===== src/rtl/cgb_palette_file.sv =====
// Purpose: CGB colour-palette store, NUM_BANKS banks of CPU spec/data register pairs plus a PPU lookup port per bank.
// Latency: CPU reads are combinational; PPU lookups are registered (request at N, colour/valid at N+1).
// Backpressure: none; PPU mode-3 lock drops data writes; optional clear sequencer (PAL_INIT_CLEAR_EN) drops data writes while busy.
module cgb_palette_file #(
    parameter int          NUM_BANKS      = 2,
    parameter int          PAL_COUNT      = 8,
    parameter int          COLORS_PER_PAL = 4,
    parameter logic [15:0] BASE_ADDR      = 16'hFF68,
    localparam int         ENTRIES        = PAL_COUNT * COLORS_PER_PAL * 2,
    localparam int         IDX_W          = $clog2(ENTRIES),
    localparam int         PSEL_W         = $clog2(PAL_COUNT),
    localparam int         CIDX_W         = $clog2(COLORS_PER_PAL)
) (
    input  logic                        I_CLK,
    input  logic                        I_RESET,
    input  logic [15:0]                 I_MEMBUS_ADDR,
    input  logic [7:0]                  I_DATA,
    input  logic                        I_MEMBUS_WE_L,
    output logic [7:0]                  O_DATA,
    output logic                        O_IS_CF_ADDR,
    input  logic                        I_PPU_LOCK,
    input  logic [NUM_BANKS-1:0]        I_PPU_REQ,
    input  logic [NUM_BANKS*PSEL_W-1:0] I_PPU_PAL_SEL,
    input  logic [NUM_BANKS*CIDX_W-1:0] I_PPU_CIDX,
    output logic [NUM_BANKS*16-1:0]     O_PPU_COLOR,
    output logic [NUM_BANKS-1:0]        O_PPU_VALID,
    output logic                        O_INIT_BUSY
);

    logic [NUM_BANKS-1:0]   spec_hit;
    logic [NUM_BANKS-1:0]   data_hit;
    logic [NUM_BANKS-1:0]   auto_inc;
    logic [IDX_W-1:0]       idx [NUM_BANKS];
    logic [7:0]             mem [NUM_BANKS][ENTRIES];
    logic [IDX_W-1:0]       lk_even [NUM_BANKS];
    logic [IDX_W-1:0]       lk_odd [NUM_BANKS];
    logic [NUM_BANKS*16-1:0] color_q;
    logic [NUM_BANKS-1:0]   valid_q;
    logic                   clearing;
    logic [IDX_W-1:0]       clr_idx;
    logic                   wr_en;
    logic [7:0]             spec_rd;
    logic                   unused_data;

    // Only the flag bit and the index bits of a spec write are stored.
    assign unused_data = ^I_DATA;
    assign wr_en       = ~I_MEMBUS_WE_L;

`ifdef PAL_INIT_CLEAR_EN
    typedef enum logic {
        ST_IDLE,
        ST_CLEAR
    } clr_state_t;

    clr_state_t       state;
    clr_state_t       state_nxt;
    logic [IDX_W-1:0] clr_idx_nxt;

    // Clear sequencer state register; reset (re)starts the sweep at entry 0.
    always_ff @(posedge I_CLK) begin
        if (I_RESET) begin
            state   <= ST_CLEAR;
            clr_idx <= '0;
        end else begin
            state   <= state_nxt;
            clr_idx <= clr_idx_nxt;
        end
    end

    // Clear sequencer next state: one entry per cycle, back to idle after the last.
    always_comb begin
        state_nxt   = state;
        clr_idx_nxt = clr_idx;
        case (state)
            ST_CLEAR: begin
                if (clr_idx == IDX_W'(ENTRIES - 1)) begin
                    state_nxt   = ST_IDLE;
                    clr_idx_nxt = '0;
                end else begin
                    clr_idx_nxt = clr_idx + 1'b1;
                end
            end
            default: begin
                state_nxt   = ST_IDLE;
                clr_idx_nxt = '0;
            end
        endcase
    end

    assign clearing = (state == ST_CLEAR);
`else
    assign clearing = 1'b0;
    assign clr_idx  = '0;
`endif

    assign O_INIT_BUSY = clearing;

    // Address decode and CPU read mux; unowned addresses read as zero.
    always_comb begin
        spec_hit = '0;
        data_hit = '0;
        O_DATA   = 8'h00;
        spec_rd  = 8'hFF;
        for (int b = 0; b < NUM_BANKS; b++) begin
            spec_hit[b] = (I_MEMBUS_ADDR == BASE_ADDR + 16'(2 * b));
            data_hit[b] = (I_MEMBUS_ADDR == BASE_ADDR + 16'(2 * b + 1));
            if (spec_hit[b]) begin
                spec_rd              = 8'hFF;
                spec_rd[7]           = auto_inc[b];
                spec_rd[IDX_W-1:0]   = idx[b];
                O_DATA               = spec_rd;
            end
            if (data_hit[b]) begin
                O_DATA = (I_PPU_LOCK || clearing) ? 8'hFF : mem[b][idx[b]];
            end
        end
        O_IS_CF_ADDR = (|spec_hit) | (|data_hit);
    end

    // PPU lookup indices: the even byte of a colour holds bits [15:8].
    always_comb begin
        for (int b = 0; b < NUM_BANKS; b++) begin
            lk_even[b] = {I_PPU_PAL_SEL[b*PSEL_W +: PSEL_W], I_PPU_CIDX[b*CIDX_W +: CIDX_W], 1'b0};
            lk_odd[b]  = {I_PPU_PAL_SEL[b*PSEL_W +: PSEL_W], I_PPU_CIDX[b*CIDX_W +: CIDX_W], 1'b1};
        end
    end

    // Spec registers; auto-increment still advances under the PPU lock but not while clearing.
    always_ff @(posedge I_CLK) begin
        if (I_RESET) begin
            for (int b = 0; b < NUM_BANKS; b++) begin
                auto_inc[b] <= 1'b0;
                idx[b]      <= '0;
            end
        end else begin
            for (int b = 0; b < NUM_BANKS; b++) begin
                if (wr_en && spec_hit[b]) begin
                    auto_inc[b] <= I_DATA[7];
                    idx[b]      <= I_DATA[IDX_W-1:0];
                end else if (wr_en && data_hit[b] && !clearing && auto_inc[b]) begin
                    idx[b] <= (idx[b] == IDX_W'(ENTRIES - 1)) ? '0 : idx[b] + 1'b1;
                end
            end
        end
    end

    // Palette storage; contents survive reset, only the clear sweep fills them.
    always_ff @(posedge I_CLK) begin
        if (!I_RESET) begin
            for (int b = 0; b < NUM_BANKS; b++) begin
                if (clearing) begin
                    mem[b][clr_idx] <= 8'hFF;
                end else if (wr_en && data_hit[b] && !I_PPU_LOCK) begin
                    mem[b][idx[b]] <= I_DATA;
                end
            end
        end
    end

    // Registered PPU lookups; a same-cycle CPU write is seen by the following lookup.
    always_ff @(posedge I_CLK) begin
        if (I_RESET) begin
            color_q <= '0;
            valid_q <= '0;
        end else begin
            for (int b = 0; b < NUM_BANKS; b++) begin
                valid_q[b] <= I_PPU_REQ[b];
                if (I_PPU_REQ[b]) begin
                    color_q[b*16 +: 16] <= clearing ? 16'hFFFF : {mem[b][lk_even[b]], mem[b][lk_odd[b]]};
                end
            end
        end
    end

    assign O_PPU_COLOR = color_q;
    assign O_PPU_VALID = valid_q;

endmodule


===== config.mk =====
export PLATFORM = sky130hd
export DESIGN_NAME = cgb_palette_file
export DESIGN_NICKNAME = d
export VERILOG_FILES = /design/src/rtl/cgb_palette_file.sv
export SDC_FILE = /design/constraint.sdc
export NUM_CORES = 1
export LEC_CHECK = 0
export ABC_AREA = 0
export CAP_MARGIN = 40
export CORE_MARGIN = 8
export CORE_UTILIZATION = 54
export CTS_CLUSTER_DIAMETER = 30
export DETAILED_ROUTE_END_ITERATION = 16
export PLACE_DENSITY_LB_ADDON = 0.15
export SETUP_SLACK_MARGIN = 0.5
export SLEW_MARGIN = 20
export SYNTH_ARGS = -nofsm -noshare
export SYNTH_HDL_FRONTEND = slang
export SYNTH_SLANG_ARGS = --single-unit

===== constraint.sdc =====
create_clock -name I_CLK -period 2.8 [get_ports I_CLK]
set_input_delay 0.28 -clock I_CLK [delete_from_list [all_inputs] [get_ports I_CLK]]
set_output_delay 0.28 -clock I_CLK [all_outputs]
set_load 0.005 [all_outputs]

## Yosys cells after proc, flatten, opt, wreduce, memory -nomap -nowiden

Memory sizes are Yosys's and may differ from the RTL's.
Cells that the tools add are included.

- Logic and storage cells: 108
- Memories kept: 2
- Register bits after elaboration: 36
- Memory bits (writable): 1036

Memories:

| memory | words | width | rd ports | clocked after memory_dff | write ports | RTL line | source |
|---|---|---|---|---|---|---|---|
| mem | 2 | 512 | 2 | 0 | 1 | 34 | `logic [7:0] mem [NUM_BANKS][ENTRIES];` |
| idx | 2 | 6 | 2 | 0 | 2 | 33 | `logic [IDX_W-1:0] idx [NUM_BANKS];` |

- Muxes and demuxes: 59
- Magnitude comparators: 8
- Reductions and logical operators: 14
- Equality and inequality tests: 6
- $add $sub $neg: 2
- Bitwise gates (word level): 12

Operator list:

| cell | count |
|---|---|
| $mux W512 | 4 |
| $reduce_or A512 Y1 | 1 |
| $bmux W8 S6 | 6 |
| $mux W8 | 20 |
| $demux W8 S6 | 2 |
| $eq A16 B16 Y1 const B | 4 |
| $ge A7 B7 Y1 const B | 6 |
| $not A6 Y7 | 6 |
| $mux W6 | 6 |
| $mux W1 | 21 |
| $lt A7 B1 Y1 const B | 2 |
| $add A6 B1 Y6 const B | 2 |
| $eq A6 B6 Y1 const B | 2 |
| $logic_and A1 B1 Y1 | 10 |
| $or A1 B1 Y1 | 5 |
| $reduce_or A2 Y1 | 2 |
| $logic_not A1 Y1 | 1 |
| $not A1 Y1 | 1 |

## Logic depth before layout (Yosys ltp)

Gate-level depths: netlist of the first run.
An unclocked memory read counts as a cell.

- Depth in word-level cells: 9
- Mapped depth: 11
- Depth with buffers taken out: 8

## Worst setup path after synthesis of the first run

OpenSTA, ideal clock, no wires.

- Kind: input -> register
- Start: input port I_MEMBUS_ADDR[7]
- End: memory mem[0][496] in the netlist's numbering, enable pin
- Setup time: 0.395 ns
- Buffers on the path: 2
- Cell stages on the path: 8
- Arrival time: 2.429 ns
- Path slack: -0.024 ns
- Path through: nand4bb_1 or4_1 inv_2 buf_6 and3_1 buf_2 nand2_1 nor4_1

- Cells in the longest elaborated chain, start to end: 8
- Elaborated cells on any way between the ends: 15
- Those cells by class: 2 x eq/ne; 8 x mux; 5 x reduce/logical

Ends and longest elaborated chain:

| item | RTL line | source |
|---|---|---|
| from (decl) | 16 | `input logic [15:0] I_MEMBUS_ADDR,` |
| $eq A16 B16 Y1 | 106 | `data_hit[b] = (I_MEMBUS_ADDR == BASE_ADDR + 16'(2 * b + 1));` |
| $logic_and A1 B1 Y1 (2 in a row) | 153 | `end else if (wr_en && data_hit[b] && !I_PPU_LOCK) begin` |
| $mux W1 | 153 |  |
| $mux W1 | 149 | `if (!I_RESET) begin` |
| $mux W512 (implied by the code) | 154 | `mem[b][idx[b]] <= I_DATA;` |
| $reduce_or A512 Y1 (no source line) | - |  |
| $mux W1 (no source line) or $mux W512 (tied branches) | - |  |
| to (decl) | 34 |  |

Several ways; a longest one is shown, not always the timed one.

==> impl_metrics.py, run 1 <==
metrics = {
    "yosys": {
        "synth_xor_area_frac": 0.00104,
        "synth-simple-area-share": 0.0401,
        "synth_area_leaders": "edfxtp_1 (61%), mux4_2 (19%), mux2i_1 (4.5%)",
        "synth_cells": 2923,
        "async_flop_share": 0,
        "synth-adder-area-share": 0.000495,
        "netlist_area_sq_um": 50600,
        "synth_nets": 2965,
        "yosysTopAreaCell": "edfxtp_1",
        "synth_top_area_frac": 0.615,
        "synth-warning-count": 0,
        "synth_top_family_by_area": "multiplexers",
        "ys_ff_latch": 1072,
        "synth_edf_count": 1036,
        "synthMuxAreaShare": 0.242,
        "avgSynthCellArea_sq_um": 17.3,
        "synth_top_flop_cell": "edfxtp_1",
        "netlist-cell-type-count": 69,
        "seq_area_frac_synth": 0.629,
        "synth_common_cells": "edfxtp_1 (1,036), mux4_2 (418), nor2_1 (236), mux2i_1 (225), clkbuf_1 (92)",
        "synth-compound-area-share": 0.0610,
        "synth_most_common_cell": "edfxtp_1",
    },
    "critical_path": {
        "endpoint_kind": "output pin",
        "start_kind": "flip-flop",
        "crit_cells": 13,
        "slowest_delay_ps": 430,
        "crit_chain": "buf_6 -> buf_12 -> buf_4 -> and2_1 -> buf_4 -> a22oi_1 -> a21oi_1 -> nor2_1 -> o21ai_1 -> buf_4 -> or3_4 -> a32o_2 -> buf_6",
        "cpMostUsedCell": "buf_4",
        "cp.required_ps": 2520,
        "arrival_ps": 3770,
        "cp_top_family": "buffers and inverters",
        "cp_slowest_cell": "edfxtp_1",
        "crit_type": "flip-flop to output pin",
        "rr_worst_depth": 10,
        "path_buf_inv": 6,
        "crit_path_max_fanout": 6,
    },
    "placement": {
        "portBuffers": 82,
        "place.gp.congestion": 1.01,
        "dp_hpwl_microns": 132000,
    },
    "layout": {
        "drive_gt1_frac": 0.496,
        "fin_util": 0.754,
        "synthToLayoutAreaGrowth_pct": 38.7,
        "finalNetCount": 3862,
    },
    "clock_tree": {
        "clk-insertion-delay-late_ps": 810,
        "htreeDepth": 4,
        "clockBufferDepth": 3,
        "cts_buffers": 204,
        "clockRootBuffer": "clkbuf_16",
        "cts_tree": "built",
        "clk_pin_slew_ps": 50,
        "cts_sinks": 1072,
    },
    "sta": {
        "skew_ps": 27.5,
        "drv_slew": 0,
        "whs_ps": 31.1,
        "finalHoldViolCount": 0,
        "relSlewSlack": 0.468,
        "timing.final.crit_share": 1.45,
        "period_minus_slack_ps": 4050,
        "setup_viol": 8,
        "worst_slack_ps": -1250,
        "fmax_mhz": 247,
        "worst_pin_slew_ps": 798,
        "grt_setup_unrepaired": "yes",
    },
    "global_route": {
        "grt.total_usage": 0.365,
        "grt_max_degree": 131,
        "grt_overflow": 0,
        "grt_pass1_wl_microns": 269000,
        "grt_pass1_vias": 36083,
        "antenna_found_initial": 9,
    },
    "drt": {
        "drt_iter0_markers": 6085,
        "final_antenna_net_count": 0,
        "drc": 0,
        "wl_microns": 191000,
        "via_count": 36528,
        "viasPerCell": 6.95,
        "wl_per_cell_microns": 36.4,
        "first_pass_iters": 7,
    },
    "floorplanning": {
        "io_pins": 84,
        "die-height_microns": 322,
        "start_util": 0.544,
        "fp.dieW_microns": 322,
        "fp.dieArea_sq_um": 104000,
        "core_sq_um": 93000,
        "num_rows": 112,
    },
    "power": {
        "peakVddDrop_v": 0.000683,
        "leakage_uw": 0.0242,
        "power_density_nw_per_um2": 653,
    },
    "run": {
        "maxCapViolations": 0,
    },
    "hold_path": {
        "hold_class": "primary input to flip-flop",
        "hold_depth": 2,
    },
    "status": {
        "violations": "setup timing",
        "status": "complete, but fails checks",
    },
}
-- layout by cell type, fill, tap and decap left out, drive strengths merged, types with 38 or more instances in the layout --
cell type | netlist | layout
nand2 | 87 | 87
clkdlybuf4s50 | 0 | 43
inv | 10 | 58
clkbuf | 93 | 232
a211oi | 38 | 38
clkinv | 0 | 58
mux2 | 51 | 51
a21oi | 81 | 81
buf | 153 | 867
a22oi | 63 | 63
o21ai | 62 | 62
a221oi | 56 | 56
mux2i | 225 | 225
nor2 | 236 | 236
edfxtp | 1036 | 1036
mux4 | 418 | 418
-- area by class of cell --
class,instances,area [sq um]
tap,1254,1570
timing repair buffer,937,10100
antenna,3,7.51
sequential,1072,31800
inverter,10,47.5
fill,5392,22900
multi-input combinational,1595,19500
clock buffer,228,5260
clock inverter,158,1820
-- state kept, by name, indices dropped and copies added (netlist names) --
register and cells:
O_PPU_VALID 2, idx 12, auto_inc 2, O_PPU_COLOR 32
mem 1024
-- report_power, final --
part / switching [uW] / internal (uW)
clock network: 8940 / 16100
registers: 30.7 / 17600
logic: 1780 / 1370
-- worst paths after layout --
check	to	startpoint	slack (ps)
worst min-delay path	mem[0][31]	I_DATA[7]	30
worst max register to register	mem[0][675]	idx[1][2]	400
worst max-delay path	O_DATA[7]	idx[0][1]	-1250
worst min register to register	O_PPU_COLOR[13]	O_PPU_COLOR[13]	480
-- metal layers --
metal  global-route usage  share of wire
met5                    0        0.00020
met4                0.121          0.037
met3                0.143           0.16
met2                0.519           0.43
met1                0.518           0.37
-- logic make-up (layout without fill, tap and decap cells) --
group / Yosys count / in the layout
other cells: 1 / 4
compound gates: 439 / 439
simple gates: 453 / 453
fa+ha+maj: 2 / 2
buf+inv: 256 / 1333
xor+xnor: 6 / 6
mux: 694 / 694
flops: 1072 / 1072
-- what timing repair did --
| action | in CTS | in global routing |
|---|---|---|
| gates cloned | 8 | 2 |
| gates resized for setup | 299 | 108 |
| hold endpoints to repair | 97 | 25 |
| pin swaps | 94 | 64 |
| setup endpoints to repair | 1015 | 569 |
| buffers inserted | 78 | 35 |
| hold buffers | 6 | 2 |
-- per-stage QoR --
| stage | TNS (ps) | instance area (sq um) | setup slack [ps] | power, uW | cells |
|---|---|---|---|---|---|
| after floorplan | 0 | 51600 | 380 | 19300 | 2923 |
| after global placement | -458310 | 60000 | -1020 | 20800 | 4733 |
| after detailed placement | -480370 | 60000 | -1020 | 20800 | 4734 |
| after CTS | -8750 | 69200 | -1160 | 45700 | 5212 |
| after global routing | -9370 | 70100 | -1290 | 46700 | 5254 |
| final | -9020 | 70100 | -1250 | 45800 | 5257 |
(Power assumes the default switching activity.)
==> run 2, diff against run 1 <==
--- a/config.mk
+++ b/config.mk
@@ -11,6 +11,7 @@
 export CORE_UTILIZATION = 54
 export CTS_CLUSTER_DIAMETER = 30
 export DETAILED_ROUTE_END_ITERATION = 16
+export MAX_ROUTING_LAYER = met4
 export PLACE_DENSITY_LB_ADDON = 0.15
 export SETUP_SLACK_MARGIN = 0.5
 export SLEW_MARGIN = 20
==> run 2 against run 1 <==
- the run ends with hold timing, setup timing left
- non-clock buffer count is 32 lower
- critical path depth is 2 lower
- hold slack worse by 34 ps
- final cell count fell by 0.30%
- combinational power is essentially flat
- global-route usage increased by 1.8 points
- first-iteration DRC count is 1.8% higher
- die area stayed put
- routed wire length grew 1.2%
- critical path type unchanged
==> impl_metrics.py, run 2 (synthesis gave the netlist of run 1 again) <==
metrics = {
    "clock_tree": {
        "cts_sinks": 1072,
        "cts_tree": "built",
        "clockRootBuffer": "clkbuf_16",
        "htreeDepth": 4,
        "clk_pin_slew_ps": 50,
        "cts_buffers": 213,
        "clockBufferDepth": 3,
        "clk-insertion-delay-late_ps": 790,
    },
    "global_route": {
        "grt_pass1_wl_microns": 272000,
        "grt_overflow": 0,
        "grt.total_usage": 0.383,
        "grt_pass1_vias": 36368,
        "grt_max_degree": 131,
        "antenna_found_initial": 15,
    },
    "drt": {
        "final_antenna_net_count": 0,
        "via_count": 36610,
        "wl_microns": 194000,
        "wl_per_cell_microns": 36.9,
        "drc": 0,
        "viasPerCell": 6.99,
        "drt_iter0_markers": 6194,
        "first_pass_iters": 7,
    },
    "sta": {
        "finalHoldViolCount": 1,
        "timing.final.crit_share": 1.45,
        "setup_viol": 8,
        "skew_ps": 25.4,
        "drv_slew": 0,
        "grt_setup_unrepaired": "yes",
        "period_minus_slack_ps": 4070,
        "fmax_mhz": 245,
        "whs_ps": -2.84,
        "relSlewSlack": 0.385,
        "worst_pin_slew_ps": 923,
        "worst_slack_ps": -1270,
    },
    "layout": {
        "instances_no_fill": 5241,
        "fin_area_sq_um": 70300,
        "final_common_cell": "edfxtp_1",
        "finalNetCount": 3839,
        "drive_gt1_frac": 0.494,
        "fin_util": 0.755,
        "synthToLayoutAreaGrowth_pct": 38.9,
        "regMostFlops": "mem",
        "layout_common_cells": "edfxtp_1 (1,036), buf_4 (569), mux4_2 (418)",
        "largest_reg_flops": 1024,
    },
    "floorplanning": {
        "fp.dieArea_sq_um": 104000,
        "die-height_microns": 322,
        "core_sq_um": 93000,
        "start_util": 0.544,
        "io_pins": 84,
        "num_rows": 112,
        "fp.dieW_microns": 322,
    },
    "power": {
        "power_density_nw_per_um2": 674,
        "peakVddDrop_v": 0.000585,
        "leakage_uw": 0.0243,
    },
    "status": {
        "violations": "hold timing, setup timing",
        "status": "complete, but fails checks",
    },
    "placement": {
        "place.gp.congestion": 1.07,
        "dp_slack_ps": -1180,
        "placedCellCount": 4743,
        "dp_hpwl_microns": 136000,
        "portBuffers": 82,
        "dpl-instance-area_sq_um": 60100,
    },
    "critical_path": {
        "start_kind": "flip-flop",
        "crit_type": "flip-flop to output pin",
        "crit_path_max_fanout": 6,
        "endpoint_kind": "output pin",
        "arrival_ps": 3790,
        "cp.required_ps": 2520,
        "rr_worst_depth": 10,
    },
    "hold_path": {
        "hold_depth": 2,
        "hold_class": "primary input to flip-flop",
    },
    "run": {
        "maxCapViolations": 0,
    },
}
run 2: changes by cell type in the layout (fill, tap and decap cells not counted), sizes merged:
cell and change:
diode +5, bufbuf +2, dlygate4sd2 -1, clkinvlp -1, buf -26, bufinv +13
inv -24, dlygate4sd3 -7, dlymetal6s2s +1, clkinv +18, clkbuf +4
run 2: worst paths after layout:
kind              slack (ps)            start         endpoint
setup / recovery       -1270        idx[1][1]        O_DATA[3]
hold / removal            -3        I_DATA[7]       mem[0][63]
setup reg to reg         450        idx[1][1]      mem[0][689]
hold reg to reg          480  O_PPU_COLOR[14]  O_PPU_COLOR[14]
run 2: per-stage QoR:
step                      TNS [ps]  total power, uW
after global routing         -9940            48300
after global placement     -474580            20800
after detailed placement   -491000            20800
final                        -9460            47400
after floorplan                  0            19300
after CTS                    -9460            47300
run 2: where the power goes:
part | total, uW | internal [uW] | switching [uW]
Sequential | 17700 | 17700 | 29.5
Clock | 26600 | 17700 | 8820
Combinational | 3150 | 1350 | 1800
Total | 47400 | 36700 | 10700
run 2: repair_timing:
action / in CTS / in global routing
hold buffers: 1 / 0
endpoints found under the hold margin: 1 / 0
gates cloned: 9 / 0
setup buffers: 69 / 13
pin swaps: 75 / 53
resized for setup: 296 / 99
setup endpoints to repair: 1019 / 400
run 2: routing by layer:
layer  track usage  wire, microns  share of wire  up-vias
met1         0.516          69800           0.36    18728
met3         0.150          32300           0.17      508
li1              -              -              -    14158
met5             -              0              0        -
met2         0.537          84000           0.43     3216
met4         0.123           7460          0.039        0
run 2: worst max-delay path: stages, from the launching register on:
cell	delay [ps]
edfxtp_1	480
buf_6	180
buf_16	150
buf_8	130
mux2i_1	190
o32ai_1	120
a311oi_1	390
o22ai_4	170
buf_4	170
or4b_4	540
a32o_2	330
buf_6	140
run 2: layout make-up:
class,count,area [sq um]
antenna,8,20.0
clock buffer,233,5510
clock inverter,164,2040
fill,5495,22800
inverter,10,47.5
multi-input combinational,1595,19500
sequential,1072,31800
tap,1254,1570
timing repair buffer,905,9750
